`src/rtl/uart_tx_arbiter.sv`:
```
// Round-robin arbiter that shares one UART TX FIFO push port among several requesters.
// A grant covers a whole message. It is released on the last byte, at the burst cap, or on a stall timeout.
module uart_tx_arbiter #(
  parameter int P_NUM_REQ       = 4,
  parameter int P_DATA_WIDTH    = 8,
  parameter int P_MAX_BURST     = 16,
  parameter int P_STALL_TIMEOUT = 64
) (
  input  logic                              iClk,
  input  logic                              iRst,
  input  logic [P_NUM_REQ-1:0]              iReqValid,
  input  logic [P_NUM_REQ*P_DATA_WIDTH-1:0] iReqData,
  input  logic [P_NUM_REQ-1:0]              iReqLast,
  output logic [P_NUM_REQ-1:0]              oReqReady,
  output logic                              oPush,
  output logic [P_DATA_WIDTH-1:0]           oPushData,
  input  logic                              iFull,
  output logic [P_NUM_REQ-1:0]              oGrant,
  output logic                              oBusy,
  output logic                              oRelease,
  output logic [1:0]                        oRelCause
);

  localparam int IW = (P_NUM_REQ > 1) ? $clog2(P_NUM_REQ) : 1;
  localparam int BW = $clog2(P_MAX_BURST + 1);
  localparam int SW = $clog2(P_STALL_TIMEOUT + 1);

  localparam logic [1:0] CAUSE_LAST  = 2'd0;
  localparam logic [1:0] CAUSE_BURST = 2'd1;
  localparam logic [1:0] CAUSE_STALL = 2'd2;

  typedef enum logic {IDLE, GRANT} state_t;

  state_t                                   rState, nState;
  logic [IW-1:0]                            rGrantIdx, nGrantIdx, rLastIdx, nLastIdx;
  logic [IW-1:0]                            scan, pick;
  logic                                     found;
  logic [BW-1:0]                            rBeat, nBeat;
  logic [SW-1:0]                            rStall, nStall;
  logic                                     rRelease, nRelease;
  logic [1:0]                               rRelCause, nRelCause;
  logic                                     relNow;
  logic [1:0]                               relCause;
  logic [P_NUM_REQ-1:0][P_DATA_WIDTH-1:0]   reqData;

  for (genvar k = 0; k < P_NUM_REQ; k++) begin : gUnpack
    assign reqData[k] = iReqData[k*P_DATA_WIDTH +: P_DATA_WIDTH];
  end

  // Round-robin scan starts one past the last released requester.
  always_comb begin
    found = 1'b0;
    pick  = rGrantIdx;
    scan  = '0;
    for (int i = 1; i <= P_NUM_REQ; i++) begin
      scan = IW'((int'(rLastIdx) + i) % P_NUM_REQ);
      if (!found && iReqValid[scan]) begin
        found = 1'b1;
        pick  = scan;
      end
    end
  end

  always_comb begin
    nState    = rState;
    nGrantIdx = rGrantIdx;
    nLastIdx  = rLastIdx;
    nBeat     = rBeat;
    nStall    = rStall;
    nRelease  = 1'b0;
    nRelCause = 2'd0;
    relNow    = 1'b0;
    relCause  = CAUSE_LAST;
    oReqReady = '0;
    oPush     = 1'b0;
    oPushData = reqData[rGrantIdx];
    case (rState)
      IDLE: begin
        if (found) begin
          nState    = GRANT;
          nGrantIdx = pick;
        end
      end
      GRANT: begin
        oReqReady[rGrantIdx] = !iFull;
        oPush                = iReqValid[rGrantIdx] && !iFull;
        if (oPush) begin
          nBeat  = rBeat + 1'b1;
          nStall = '0;
          if (iReqLast[rGrantIdx]) begin
            relNow   = 1'b1;
            relCause = CAUSE_LAST;
          end else if (rBeat == BW'(P_MAX_BURST - 1)) begin
            relNow   = 1'b1;
            relCause = CAUSE_BURST;
          end
        end else if (!iReqValid[rGrantIdx]) begin
          // Full-with-valid cycles fall through here and leave the stall count alone.
          nStall = rStall + 1'b1;
          if (rStall == SW'(P_STALL_TIMEOUT - 1)) begin
            relNow   = 1'b1;
            relCause = CAUSE_STALL;
          end
        end
        if (relNow) begin
          nState    = IDLE;
          nLastIdx  = rGrantIdx;
          nBeat     = '0;
          nStall    = '0;
          nRelease  = 1'b1;
          nRelCause = relCause;
        end
      end
      default: nState = IDLE;
    endcase
    if (iRst) begin
      oReqReady = '0;
      oPush     = 1'b0;
    end
  end

  always_ff @(posedge iClk) begin
    if (iRst) begin
      rState    <= IDLE;
      rGrantIdx <= '0;
      rLastIdx  <= IW'(P_NUM_REQ - 1);
      rBeat     <= '0;
      rStall    <= '0;
      rRelease  <= 1'b0;
      rRelCause <= 2'd0;
    end else begin
      rState    <= nState;
      rGrantIdx <= nGrantIdx;
      rLastIdx  <= nLastIdx;
      rBeat     <= nBeat;
      rStall    <= nStall;
      rRelease  <= nRelease;
      rRelCause <= nRelCause;
    end
  end

  always_comb begin
    oGrant = '0;
    if (rState == GRANT) oGrant[rGrantIdx] = 1'b1;
  end

  assign oBusy     = (rState == GRANT);
  assign oRelease  = rRelease;
  assign oRelCause = rRelCause;

endmodule

```
`config.mk`:
```
export PLATFORM = sky130hd
export DESIGN_NAME = uart_tx_arbiter
export DESIGN_NICKNAME = d
export VERILOG_FILES = /design/src/rtl/uart_tx_arbiter.sv
export SDC_FILE = /design/constraint.sdc
export NUM_CORES = 1
export LEC_CHECK = 0
export ABC_AREA = 1
export ABC_CLOCK_PERIOD_IN_PS = 2800
export CORE_MARGIN = 5
export CORE_UTILIZATION = 46
export CTS_BUF_LIST = sky130_fd_sc_hd__clkbuf_8
export CTS_CLUSTER_SIZE = 25
export DETAILED_ROUTE_END_ITERATION = 10
export PLACE_DENSITY = 0.85
export SYNTH_ARGS = -nofsm -noshare
export SYNTH_HDL_FRONTEND = slang
export SYNTH_SLANG_ARGS = --single-unit
```
`constraint.sdc`:
```
create_clock -name iClk -period 2.8 [get_ports iClk]
set_input_delay 0.84 -clock iClk [delete_from_list [all_inputs] [get_ports iClk]]
set_output_delay 0.84 -clock iClk [all_outputs]
set_load 0.1 [all_outputs]
```
# Word level (Yosys, flattened, before mapping)
# Index checks and enable logic that the tools add are counted.
dict set report word_totals {
  regBits 20
  in_bits 43
  output_inout_bits 21
  word_cells 91
}
dict set report classes {
  n_addsub 6
  n_lt_le_gt_ge 6
  n_eq_ne 3
  muxes 49
  bitwise_logic 3
  reduce_logical 17
}
# op n
set ops {}
lappend ops {{1-bit two-way mux} 24}
lappend ops {{7-bit two-way mux} 3}
lappend ops {{8-bit binary-select mux with 2-bit select} 1}
lappend ops {{2-bit by 3-bit less-than comparator with 1-bit output, second input constant} 5}
lappend ops {{2-bit two-way mux} 7}
lappend ops {{1-bit binary-select mux with 2-bit select} 6}
lappend ops {{4-bit two-way mux} 3}
lappend ops {{5-bit two-way mux} 2}
lappend ops {{8-bit two-way mux} 1}
lappend ops {{7-bit by 1-bit adder with 7-bit output, second input constant} 1}
lappend ops {{7-bit by 6-bit == test with 1-bit output, second input constant} 1}
lappend ops {{2-bit AND reduction} 3}
lappend ops {{5-bit by 1-bit adder with 5-bit output, second input constant} 1}
lappend ops {{5-bit by 4-bit == test with 1-bit output, second input constant} 1}
lappend ops {{1-bit logical AND} 5}
lappend ops {{2-bit by 1-bit adder with 2-bit output, second input constant} 2}
lappend ops {{2-bit adder, second input constant} 2}
lappend ops {{4-bit bitwise AND} 1}
lappend ops {{1-bit logical NOT} 4}
lappend ops {{4-bit nonzero test} 1}
lappend ops {{3-bit by 1-bit inequality test with 1-bit output, second input constant} 1}
lappend ops {{3-bit AND reduction} 1}
lappend ops {{3-bit OR reduction} 1}
lappend ops {{1-bit demux with 2-bit select} 1}
lappend ops {{other kinds (5)} 6}

# Longest topological paths before layout
dict set report logic_depth {
  ltp_word 15
  depth_mapped 13
  depth_no_buf 12
}

# Worst setup path before layout
# No wires, ideal clock.
dict set report synth_path {
  path_kind {register to output}
  from {reg rState, in the netlist oBusy}
  to {out oReqReady[0]}
  t_arrival_ns 3.578
  slack_ns -1.618
  path_stages_with_launch 4
  path_buffers 1
  path_cell_list {dfxtp_1 -> inv_1 -> clkbuf_1 -> nor3_1}
}
dict set report synth_via {
  elab_chain_len 2
}
# element line
set synth_rtl {}
lappend synth_rtl {{start, declared} 34} ;# state_t rState, nState;
lappend synth_rtl {{start signal, assigned} 132} ;# rState <= nState;
lappend synth_rtl {{4-bit two-way mux} 77} ;# case (rState)
lappend synth_rtl {{4-bit two-way mux} 116} ;# if (iRst) begin
lappend synth_rtl {{end, declared} 14} ;# output logic [P_NUM_REQ-1:0] oReqReady,
# No other way between the ends.

# Worst setup path after layout
dict set report layout_path {
  from {in iReqValid[0]}
  to {out oPush}
}
dict set report layout_via {
  elab_chain_len 5
}
# element line
set layout_rtl {}
lappend layout_rtl {{start, declared} 11} ;# input logic [P_NUM_REQ-1:0] iReqValid,
lappend layout_rtl {{1-bit binary-select mux with 2-bit select} 86} ;# oPush = iReqValid[rGrantIdx] && !iFull;
lappend layout_rtl {{1-bit two-way mux (not written as such)} 86}
lappend layout_rtl {{1-bit logical AND} 86}
lappend layout_rtl {{1-bit two-way mux} 77}
lappend layout_rtl {{1-bit two-way mux} 116}
lappend layout_rtl {{end, declared} 15} ;# output logic oPush,
# No other way between the ends. The select of a mux whose other input is x is not followed.

==> qor.yml <==
synthCells: 259
start_kind: "input pin"
dr.pass1.iters: 4
min-delay-start: "rBeat[3]"
dieArea_mm2: 0.00469
core_mm2: 0.00334
routedWlPerCell_um: 13.1
r2r_start: "rGrantIdx[0]"
drc_errors: 0
multi_input_area_mm2: 0.00111
area_growth_syn_to_layout_pct: 66.6
final_antenna_net_count: 0
clock_skew_ns: 0.00474
timing.fmax_mhz: 364
ir_drop_mv: 0.583
synth_fp_nets: 305
post_cts_buffers: 0
cts-buffers-inserted: 3
drive_above_1_share_pct: 23.7
grt_use_total_pct: 23.3
synth_seq_cells: 20
crit_required_ns: 1.96
synth_edf_count: 0
stdcell_area_mm2: 0.00263
cellPowerDensity_mw_per_mm2: 685
avgSynthCellArea_um2: 6.08
dieHeight_um: 68.5
cap_viol_max_count: 0
ys_seq_area_share_pct: 25.4
portBuffers: 63
async_flop_share_pct: 0
regArea_um2: 404
cts.sinks: 20
cts_tree: "built"
whs_ns: 0.466
viasPerCell: 5.09
synthFlopType: "dfxtp_1"
postCtsHoldBufs: 0
drt-initial-drc-count: 137
worstPathArrival_ns: 1.91
worstSkewPairLatency_ns: 0.26
hp-class: "reg2reg"
antenna_found_initial: 0
placementRows: 21
cts_root_buf: "clkbuf_8"
startpoint: "iReqValid[0]"
crit_fanout: 2
initial_core_util_pct: 47.2
fin_crit_sh_pct: 98.2
num_vias: 1933
cellLeakagePower_nw: 1.18
n_fill_cell: 240
antenna_cells: 0
setup_violations: 0
final_cell_mix: "nand2_1 (82), nand3_1 (39), clkdlybuf4s50_1 (39), inv_1 (20), nor2_1 (20)"
routed_wl_um: 4990
place.gp.congestion: 0.799
seq_power_share_pct: 19.6
nets: 381
min_period_ns: 2.75
h-tree-depth: 1
io_pins: 64
dieWidth_um: 68.5
p_sw_share_pct: 53.2
status: "finished, final reports clean"
grt_remaining_overflow: 0
clk_pin_slew_ns: 0.07
grt_pass1_vias: 1871
place_area_mm2: 0.00258
cp-end-kind: "primary output"
grt_max_degree: 15
p_clk_share_pct: 10.7
worstSetupPathType: "in2out"
rsz0062_at_grt: "no"
p_switching_uw: 957
yosysWarnings: 0
cts_buffer_depth: 2
synth.distinct_cells: 25
hold_viol_final: 0
syn_area_mm2: 0.00158
slew_violations: 0
tightest_slew_ns: 0.380
slew_headroom_pct: 74.6
layout_commonest_cell: "nand2_1"
dpl.hpwl_um: 4120
p_int_uw: 840
combinationalPowerShare_pct: 69.7
grt_first_pass_wirelength_um: 8240
-- cell usage after synthesis (2+ instances only) --
| cell type | count | area (um^2) |
|---|---|---|
| o21ai_0 | 4 | 20.0 |
| dfxtp_1 | 20 | 400 |
| o21ai_1 | 2 | 10.0 |
| a21oi_1 | 5 | 25.0 |
| nor2_1 | 25 | 93.8 |
| nand2_2 | 6 | 37.5 |
| inv_1 | 22 | 82.6 |
| a21oi_2 | 2 | 17.5 |
| buf_6 | 2 | 22.5 |
| nor2_2 | 3 | 18.8 |
| nand4_1 | 8 | 50.1 |
| inv_2 | 8 | 30.0 |
| ha_1 | 3 | 37.5 |
| nor3_1 | 6 | 30.0 |
| nand2_1 | 83 | 312 |
| a22oi_1 | 7 | 52.6 |
| nand3_1 | 39 | 195 |
| clkbuf_1 | 3 | 11.3 |
| nand2_4 | 4 | 45.0 |
| o22ai_2 | 2 | 25.0 |
-- layer usage --
metal,track usage (%),wire length [um],part of all wire [%]
met4,4.71,81,1.6
met5,0,0,0
met3,5.02,228,4.6
met2,45.4,2720,54
met1,25.4,1960,39
-- power groups by stage --
stage	sequential, mW	combinational (mW)	clock, mW
CTS	0.351	1.25	0.197
detailed placement	0.358	1.25	0
finish	0.353	1.25	0.191
global placement	0.356	1.24	0
global route	0.357	1.32	0.211
floorplan	0.362	0.813	0
-- worst paths after layout --
check,cells after the start,slack [ns],end
setup reg to reg,10,0.85,rBeat[2]
hold / removal,2,0.47,rBeat[3]
hold reg to reg,2,0.47,rBeat[3]
setup / recovery,6,0.05,oPush
-- per-stage QoR --
stage	TNS [ns]	setup slack [ns]	total power, mW	instances	utilization (%)
after floorplan	-0.00268	-0.00268	1.17	259	-
after global placement	-0.108	-0.0926	1.60	376	77.4
after detailed placement	-0.219	-0.108	1.61	376	77.4
after CTS	0	0.0374	1.80	380	78.7
after global routing	0	0.0222	1.89	380	78.7
final	0	0.0512	1.80	380	78.7
-- timing repair --
action,4_1_cts,5_1_grt
resized for setup,5,1
endpoints found under the setup margin,5,1
pin swaps,2,0
-- worst max-delay path: stages --
cell and delay [ns]:
clkdlybuf4s50_1 0.52, a22oi_4 0.10, nand2_4 0.09, nand2_4 0.06, nor2_4 0.12, buf_12 0.18
-- registers in the layout (all words and copies together), names as in the netlist --
name and cells:
oBusy 1, oRelCause 2, oRelease 1, rBeat 5, rGrantIdx 2, rLastIdx 2, rStall 7
-- final cells by class --
| class | instances | area share, % |
|---|---|---|
| Timing Repair Buffer | 77 | 34.0 |
| Sequential cell | 20 | 15.4 |
| Clock inverter | 1 | 0.143 |
| Tap cell | 46 | 2.19 |
| Multi-Input combinational cell | 203 | 42.4 |
| Inverter | 30 | 4.29 |
| Clock buffer | 3 | 1.57 |
-- kinds of logic (layout without fill, tap and decap cells) --
| group | after synthesis | count (layout) | share of synthesized area [%] |
|---|---|---|---|
| AO/OA/AOI/OAI | 25 | 25 | 12.4 |
| buffers and inverters | 36 | 111 | 9.61 |
| flip-flops | 20 | 20 | 25.4 |
| adder cells (fa/ha/maj) | 3 | 3 | 2.38 |
| AND/OR/NAND/NOR | 175 | 175 | 50.2 |
(Power assumes the default switching activity.)
